`src/rtl/blackjack_pkg.sv`:
```
// Shared constants and types for the blackjack button front end.
// Button indices, default sizing and the arbiter state encoding.
package blackjack_pkg;

    localparam int BTN_HIT            = 0;
    localparam int BTN_STAY           = 1;
    localparam int BTN_NEW            = 2;
    localparam int N_BTN_DEFAULT      = 3;
    localparam int DEB_CYCLES_DEFAULT = 500000;

    typedef enum logic {
        ARB_IDLE  = 1'b0,
        ARB_OFFER = 1'b1
    } arb_state_t;

endpackage

```
`src/rtl/btn_debounce_pe.sv`:
```
// One button: 2-flop synchronizer, debounce counter, rising-edge press pulse.
// Latency: 2 sync + DEB_CYCLES stable cycles to level; no backpressure (free-running).
module btn_debounce_pe #(
    parameter  int DEB_CYCLES = 500000,
    localparam int CNT_W      = $clog2(DEB_CYCLES + 1)
) (
    input  logic clk,
    input  logic rst,
    input  logic raw,
    output logic level,
    output logic press
);

    localparam logic [CNT_W-1:0] CNT_LAST = CNT_W'(DEB_CYCLES - 1);

    logic             sync_1;
    logic             sync_2;
    logic             level_r;
    logic             level_q;
    logic [CNT_W-1:0] cnt;

    // Counter only runs while the synced input disagrees with the accepted level,
    // so any bounce back to the old level restarts the whole window.
    always_ff @(posedge clk or posedge rst) begin
        if (rst) begin
            sync_1  <= 1'b0;
            sync_2  <= 1'b0;
            level_r <= 1'b0;
            level_q <= 1'b0;
            cnt     <= '0;
        end else begin
            sync_1  <= raw;
            sync_2  <= sync_1;
            level_q <= level_r;
            if (sync_2 == level_r) begin
                cnt <= '0;
            end else if (cnt == CNT_LAST) begin
                level_r <= ~level_r;
                cnt     <= '0;
            end else begin
                cnt <= cnt + 1'b1;
            end
        end
    end

    assign level = level_r;
    assign press = level_r & ~level_q;

endmodule

```
`src/rtl/button_event_arbiter.sv`:
```
// Debounced button presses latched as pending events, round-robin offered on one channel.
// Latency: press pulse -> pending +1 -> evt_valid +2; evt_valid held until evt_ready, 1 event / 2 cycles max.
module button_event_arbiter
    import blackjack_pkg::*;
#(
    parameter  int N_BTN      = N_BTN_DEFAULT,
    parameter  int DEB_CYCLES = DEB_CYCLES_DEFAULT,
    localparam int ID_W       = $clog2(N_BTN)
) (
    input  logic             clk,
    input  logic             rst,
    input  logic [N_BTN-1:0] btn_raw,
    input  logic             enable,
    output logic             evt_valid,
    output logic [ID_W-1:0]  evt_id,
    input  logic             evt_ready,
    output logic [N_BTN-1:0] pending,
    output logic             overrun
);

    arb_state_t       state;
    arb_state_t       state_nxt;
    logic [ID_W-1:0]  rr;
    logic [ID_W-1:0]  grant;
    logic             grant_vld;
    logic             grant_fire;
    logic [ID_W-1:0]  evt_id_r;
    logic [N_BTN-1:0] pending_r;
    logic [N_BTN-1:0] pending_nxt;
    logic             overrun_r;
    logic             overrun_nxt;
    logic [N_BTN-1:0] press;
    logic [N_BTN-1:0] unused_deb_level;
    logic [N_BTN-1:0] set_req;
    logic [N_BTN-1:0] grant_oh;

    for (genvar i = 0; i < N_BTN; i++) begin : g_btn
        btn_debounce_pe #(
            .DEB_CYCLES (DEB_CYCLES)
        ) u_deb (
            .clk   (clk),
            .rst   (rst),
            .raw   (btn_raw[i]),
            .level (unused_deb_level[i]),
            .press (press[i])
        );
    end

    // First pending bit strictly after the last grant, wrapping around.
    always_comb begin
        grant     = '0;
        grant_vld = 1'b0;
        for (int k = 1; k <= N_BTN; k++) begin
            if (!grant_vld && pending_r[(int'(rr) + k) % N_BTN]) begin
                grant_vld = 1'b1;
                grant     = ID_W'((int'(rr) + k) % N_BTN);
            end
        end
    end

    always_comb begin
        state_nxt  = state;
        grant_fire = 1'b0;
        case (state)
            ARB_IDLE: begin
                if (grant_vld) begin
                    grant_fire = 1'b1;
                    state_nxt  = ARB_OFFER;
                end
            end
            ARB_OFFER: begin
                if (evt_ready) begin
                    state_nxt = ARB_IDLE;
                end
            end
            default: state_nxt = ARB_IDLE;
        endcase
    end

    // A press landing on the bit being granted re-arms it rather than merging.
    always_comb begin
        set_req     = press & {N_BTN{enable}};
        grant_oh    = grant_fire ? (N_BTN'(1) << grant) : '0;
        pending_nxt = set_req | (pending_r & ~grant_oh);
        overrun_nxt = |(set_req & pending_r & ~grant_oh);
    end

    always_ff @(posedge clk or posedge rst) begin
        if (rst) begin
            state <= ARB_IDLE;
        end else begin
            state <= state_nxt;
        end
    end

    always_ff @(posedge clk or posedge rst) begin
        if (rst) begin
            pending_r <= '0;
            overrun_r <= 1'b0;
            rr        <= ID_W'(N_BTN - 1);
            evt_id_r  <= '0;
        end else begin
            pending_r <= pending_nxt;
            overrun_r <= overrun_nxt;
            if (grant_fire) begin
                rr       <= grant;
                evt_id_r <= grant;
            end
        end
    end

    assign evt_valid = (state == ARB_OFFER);
    assign evt_id    = evt_id_r;
    assign pending   = pending_r;
    assign overrun   = overrun_r;

endmodule
```
`config.mk`:
```
export PLATFORM = sky130hd
export DESIGN_NAME = button_event_arbiter
export DESIGN_NICKNAME = d
export VERILOG_FILES = /design/src/rtl/blackjack_pkg.sv /design/src/rtl/btn_debounce_pe.sv /design/src/rtl/button_event_arbiter.sv
export SDC_FILE = /design/constraint.sdc
export NUM_CORES = 1
export LEC_CHECK = 0
export CAP_MARGIN = 10
export CORE_MARGIN = 2
export CORE_UTILIZATION = 60
export DETAILED_ROUTE_END_ITERATION = 7
export GPL_TIMING_DRIVEN = 0
export PLACE_DENSITY = 0.82
export SLEW_MARGIN = 20
export SYNTH_ARGS = -nofsm -noshare
export SYNTH_HDL_FRONTEND = slang
export SYNTH_SLANG_ARGS = --single-unit
```
`constraint.sdc`:
```
create_clock -name clk -period 3.3 [get_ports clk]
set_clock_uncertainty 0.05 [all_clocks]
set_input_delay 0.495 -clock clk [delete_from_list [all_inputs] [get_ports clk]]
set_output_delay 0.495 -clock clk [all_outputs]
set_load 0.1 [all_outputs]
```
==> results.py, run 1 <==
metrics = {
    "cts": {
        "cts_resized": 0,
        "cts.sinks": 77,
        "cts-root-buf": "clkbuf_8",
        "h-tree-depth": 3,
        "postCtsHoldBufs": 0,
        "path_clk_slew_ns": 0.07,
        "cts_tree": "done",
        "post_cts_buffers": 0,
        "clk_path_buf_depth": 2,
        "insertion_delay_ns": 0.34,
        "cts_made_buffers": 9,
    },
    "flow_run": {
        "cap_violations": 0,
    },
    "drt": {
        "met3_length_um": 213,
        "postRouteAntennaNets": 0,
        "via_per_inst": 5.42,
        "drc": 0,
        "drtIter0Drc": 121,
        "top_layer": "met4",
        "firstDrtPassIters": 4,
        "vias": 2587,
        "wl_um": 6490,
        "wl_per_cell_um": 13.6,
        "met2_length_um": 3080,
        "met1Wirelength_um": 3130,
    },
    "synthesis": {
        "synth-edff-count": 0,
        "synthCells": 372,
        "syn-num-nets": 385,
        "netlist.area_leader.share_pct": 51.4,
        "synthArstFlopShare_pct": 100,
        "synth-seq-cells": 77,
        "ys_seq_area_share_pct": 52.1,
        "syn_area_um2": 3700,
        "syn_area_per_cell_um2": 9.96,
        "yosys_most_used_dff": "dfrtp_1",
        "synth_warnings": 0,
        "synth_area_leader_cell": "dfrtp_1",
        "synthTopCellsByArea": "dfrtp_1 51%, nor2_1 7.6%, xor2_1 6.4%",
        "synth_cell_type_count": 46,
    },
    "global_routing": {
        "grt_pass1_vias": 2552,
        "grt_max_degree": 62,
        "grt_pass1_wl_um": 11000,
        "grt.total_usage_pct": 21.3,
        "grt.overflow.total": 0,
        "antenna_found_initial": 0,
    },
    "timing": {
        "rsz0062_at_grt": "no",
        "fmax_mhz": 383,
        "hold_viol": 0,
        "tightest_slew_ns": 0.973,
        "slew_violations": 0,
        "fin_crit_sh_pct": 79.1,
        "setup_viol": 0,
        "fin_crit_ns": 2.61,
        "worst_slack_ns": 0.690,
        "slew_headroom_pct": 34.9,
    },
    "worst_setup_path": {
        "cp.buffers_inverters": 1,
        "cp-end-kind": "output pin",
        "arrival_ns": 2.07,
        "critPathTopFamily": "buffers and inverters",
        "worst-path-max-fanout": 9,
        "worstSetupStartpointType": "flop",
        "slowest_stage": "clkdlybuf4s50_1",
        "path_class": "reg -> out",
        "max_stage_delay_ns": 1.20,
        "crit_chain": "clkdlybuf4s50_1",
        "worstPathRequired_ns": 2.75,
    },
    "die": {
        "initial_utilization_pct": 62.2,
        "pin_count": 14,
        "dieWidth_um": 82.6,
        "dieArea_um2": 6820,
        "die_h_um": 82.6,
        "rows": 28,
        "coreArea_um2": 5960,
    },
    "final_layout": {
        "syn2layout_area_growth_pct": 12.3,
        "final_nets": 410,
        "fin_cells": 477,
        "fill_cells": 439,
        "diodes": 0,
        "drive_gt1_share_pct": 8.96,
    },
    "placement": {
        "dp.cells": 461,
        "pre_cts_ws_ns": 0.947,
        "hpwlAfterDp_um": 4490,
        "port_buffers": 13,
        "place.gp.congestion": 0.855,
    },
    "power_and_ir_drop": {
        "power.leakage_nw": 1.79,
        "peakVddDrop_mv": 0.447,
        "powerDensity_nw_per_um2": 544,
    },
    "hold_path": {
        "hold_path_class": "reg -> reg",
    },
    "status": {
        "status": "complete, no violations",
    },
}
[cells by family after synthesis]
logic type / Yosys count / share of synthesized area, %
compound gates: 23 / 4.09
xor+xnor: 51 / 12.1
fa+ha+maj: 6 / 2.03
buf+inv: 18 / 2.40
flops: 77 / 52.1
mux: 8 / 2.30
simple gates: 189 / 25.1
[per-stage QoR]
stage	utilization (%)	cell area (um2)	power [mW]	setup TNS (ns)	hold slack, ns
final	69.9	4160	2.26	0	0.303
after global routing	69.9	4160	2.38	0	0.312
after CTS	69.9	4160	2.28	0	0.305
after detailed placement	66.4	3960	1.57	0	0.285
after global placement	65.9	3930	1.55	-26.13	0.282
after floorplan	-	3700	1.45	0	0.281
[state kept, by name (all words and copies together), names as in the netlist, 2 cells and up]
name	cells
g_btn.u_deb.sync_1	3
g_btn.u_deb.level_q	3
g_btn.u_deb.level	3
g_btn.u_deb.cnt	57
rr	2
g_btn.u_deb.sync_2	3
pending	3
[final timing paths]
| check | slack [ns] | cells after the start | to | start |
|---|---|---|---|---|
| hold reg to reg | 0.30 | 0 | g_btn[0].u_deb.sync_2 | g_btn[0].u_deb.sync_1 |
| setup reg to reg | 0.95 | 8 | overrun | rr[0] |
| hold / removal | 0.30 | 0 | g_btn[0].u_deb.sync_2 | g_btn[0].u_deb.sync_1 |
| setup / recovery | 0.69 | 1 | pending[1] | pending[1] |
| max in group asynchronous | 2.23 | 3 | rr[1] | rst |
| min in group asynchronous | 0.38 | 2 | evt_valid | rst |
[power by group]
part / internal [mW] / leakage (nW) / switching [mW]
logic: 0.166 / 0.644 / 0.347
registers: 0.988 / 1.05 / 0.0492
clock network: 0.392 / 0.104 / 0.321
total: 1.55 / 1.79 / 0.717
[cells in the mapped netlist, drive strengths merged (4+ instances only)]
cell type and number:
nand2 31, nor4 6, nor3 7, ha 6, mux2 4, mux2i 4, dfrtp 76, or3 5
xor2 27, a21oi 7, and3 5, buf 8, and4 7, inv 10, nand4 10, xnor2 24
nor2 75, nand3 21, nor2b 7, or2 6, o21ai 7
[layout by cell type, fill, tap and decap left out, types with 2 or more instances in the layout]
cell type,netlist,routed
a21oi_1,7,7
and3_1,5,5
and4_1,6,6
buf_2,5,5
buf_4,2,2
clkbuf_1,0,2
clkbuf_8,0,11
clkdlybuf4s50_1,0,13
dfrtp_1,76,76
ha_1,6,6
inv_1,10,9
mux2_2,4,4
mux2i_1,4,4
nand2_1,31,31
nand3_1,20,20
nand3b_1,2,2
nand4_1,10,10
nor2_1,75,75
nor2b_1,6,6
nor3_1,7,7
nor4_1,6,6
nor4b_1,2,2
o21ai_0,5,5
o22ai_1,2,2
or2_1,4,4
or3_1,5,5
xnor2_1,24,24
xor2_1,27,27
[metal layers]
| layer | track usage (%) | vias to the layer above |
|---|---|---|
| li1 | - | 1304 |
| met5 | 0 | - |
| met2 | 33.8 | 36 |
| met4 | 8.69 | 0 |
| met1 | 27.7 | 1239 |
| met3 | 5.87 | 8 |
[area by class of cell]
cell class                      count  area (um2)  share of cell area, %
Buffer                              8        51.3                   1.23
Tap cell                           75        93.8                   2.26
Clock inverter                      3        43.8                   1.05
Inverter                           10        40.0                  0.962
Multi-Input combinational cell    277        1690                   40.5
Timing Repair Buffer               14         158                   3.79
Sequential cell                    77        1930                   46.3
Clock buffer                       13         159                   3.82
Note: power is estimated with default switching activity, not from simulation.
==> inputs of run 2 (changes only) <==
Settings changed: CORE_UTILIZATION 60 to 55, PLACE_DENSITY 0.82 to 0.79.
Clock period 3.3 ns to 2.3 ns, I/O delays scaled along.
==> results.py, run 2 (synthesis results as in run 1) <==
metrics = {
    "global_routing": {
        "grt_max_degree": 32,
        "antenna_found_initial": 0,
        "grt.overflow.total": 0,
        "grt_pass1_vias": 2657,
        "grt.total_usage_pct": 20.3,
        "grt_pass1_wl_um": 11900,
    },
    "drt": {
        "drtIter0Drc": 109,
        "vias": 2618,
        "via_per_inst": 5.45,
        "wl_um": 6640,
        "drc": 0,
        "firstDrtPassIters": 4,
        "postRouteAntennaNets": 0,
        "wl_per_cell_um": 13.8,
    },
    "worst_setup_path": {
        "arrival_ns": 1.85,
        "r2r_end": "overrun",
        "critPathTopFamily": "buffers and inverters",
        "worstSetupStartpointType": "flop",
        "cp.buffers_inverters": 1,
        "worstPathRequired_ns": 1.90,
        "path_class": "reg -> out",
        "cp-end-kind": "output pin",
        "r2r-start": "rr[1]",
        "max_stage_delay_ns": 1.15,
        "crit_chain": "clkdlybuf4s50_1",
        "worst-path-max-fanout": 2,
        "rrSetupSlack_ns": 0.08,
        "slowest_stage": "clkdlybuf4s50_1",
        "rr_worst_depth": 7,
    },
    "power_and_ir_drop": {
        "power.leakage_nw": 1.83,
        "power_mw": 3.47,
        "peakVddDrop_mv": 0.524,
        "powerDensity_nw_per_um2": 818,
    },
    "final_layout": {
        "layout_common_cells": "75 x nor2_1, 75 x dfrtp_1, 31 x nand2_1",
        "top_register": "g_btn.u_deb.cnt",
        "drive_gt1_share_pct": 9.93,
        "utilization_pct": 66.1,
        "syn2layout_area_growth_pct": 14.7,
        "diodes": 0,
        "final_nets": 411,
        "fill_cells": 501,
        "largest_reg_flops": 57,
    },
    "die": {
        "initial_utilization_pct": 57.7,
        "coreArea_um2": 6420,
        "die_h_um": 86.1,
        "rows": 29,
        "pin_count": 14,
        "dieWidth_um": 86.1,
        "dieArea_um2": 7410,
    },
    "cts": {
        "insertion_delay_ns": 0.34,
        "path_clk_slew_ns": 0.08,
        "cts.sinks": 77,
        "postCtsHoldBufs": 0,
        "h-tree-depth": 3,
        "cts-root-buf": "clkbuf_8",
        "clk_path_buf_depth": 2,
        "cts_made_buffers": 9,
        "cts_tree": "done",
        "post_cts_buffers": 0,
    },
    "status": {
        "status": "complete, no violations",
    },
    "timing": {
        "fin_crit_sh_pct": 97.6,
        "worst_slack_ns": 0.0562,
        "slew_headroom_pct": 34.3,
        "fmax_mhz": 446,
        "rsz0062_at_grt": "no",
        "fin_crit_ns": 2.24,
        "slew_violations": 0,
        "hold_viol": 0,
        "setup_viol": 0,
        "tightest_slew_ns": 0.982,
    },
    "hold_path": {
        "hp-start": "g_btn[0].u_deb.sync_1",
        "hold_path_class": "reg -> reg",
        "whs_endpoint": "g_btn[0].u_deb.sync_2",
        "hold_depth": 0,
    },
    "placement": {
        "port_buffers": 13,
        "pre_cts_ws_ns": -0.00589,
        "place.gp.congestion": 0.847,
        "hpwlAfterDp_um": 4620,
    },
    "flow_run": {
        "cap_violations": 0,
    },
}
run 2: cell count changes in the layout (fill, tap and decap cells not counted), moves of 2 or more:
cell	previous run	this run
buf_12	0	2
bufinv_16	1	3
clkinvlp_4	0	2
clkbuf_8	11	9
dlygate4sd2_1	0	5
clkdlybuf4s50_1	13	8
run 2: worst max path at each step:
stage / startpoint / depth (start not counted) / slack, ns / end
global route: evt_id[1] / 1 / 0.008 / evt_id[1]
CTS: rr[1] / 7 / 0.009 / overrun
floorplan: pending[0] / 6 / -0.05 / overrun
global placement: rr[0] / 8 / 0.03 / overrun
finish: evt_id[1] / 1 / 0.06 / evt_id[1]
detailed placement: rr[0] / 8 / -0.006 / overrun
run 2: metrics by stage:
step	hold slack (ns)	area [um2]	TNS (ns)	instances
final	0.309	4250	0	480
after CTS	0.305	4210	0	480
after detailed placement	0.296	3980	-0.00589	464
after floorplan	0.281	3710	-0.0515	372
after global routing	0.307	4250	0	480
after global placement	0.283	3940	0	462
run 2: worst register-to-register path, delay by kind of cell, from the launching register on:
| kind | cells | cell delay (ns) |
|---|---|---|
| AND/OR/NAND/NOR | 2 | 0.46 |
| adder cells (fa/ha/maj) | 1 | 0.31 |
| flip-flops | 1 | 0.54 |
| multiplexers | 1 | 0.13 |
| AO/OA/AOI/OAI | 3 | 0.63 |
run 2: repair_timing:
item / 4_1_cts / 5_1_grt
setup endpoints to repair: 6 / 1
cloned: 0 / 0
gates resized for setup: 7 / 5
pin swaps: 0 / 1
endpoints found under the hold margin: 0 / 0
run 2: layer usage:
layer  track usage, %  share of wire [%]  vias up
li1                 -                  -     1308
met1             28.0                 49     1272
met2             31.9                 48       29
met3             2.98                1.9        9
met4             9.52                1.4        0
met5                0                  0        -
run 2: cell type report:
type	instances	area [um2]	share of cell area (%)
clock inverters	4	97.6	2.30
flip-flops and latches	77	1930	45.4
plain buffers	8	51.3	1.21
clock buffers	12	135	3.18
multi-input cells	277	1730	40.8
well taps	77	96.3	2.27
inverters	10	41.3	0.972
repair buffers	15	164	3.86
run 2: power by group:
| part | total, mW | switching (mW) | internal (mW) |
|---|---|---|---|
| Sequential | 1.50 | 0.0785 | 1.42 |
| Clock | 1.19 | 0.469 | 0.723 |
| Combinational | 0.784 | 0.527 | 0.256 |
| Total | 3.47 | 1.07 | 2.40 |
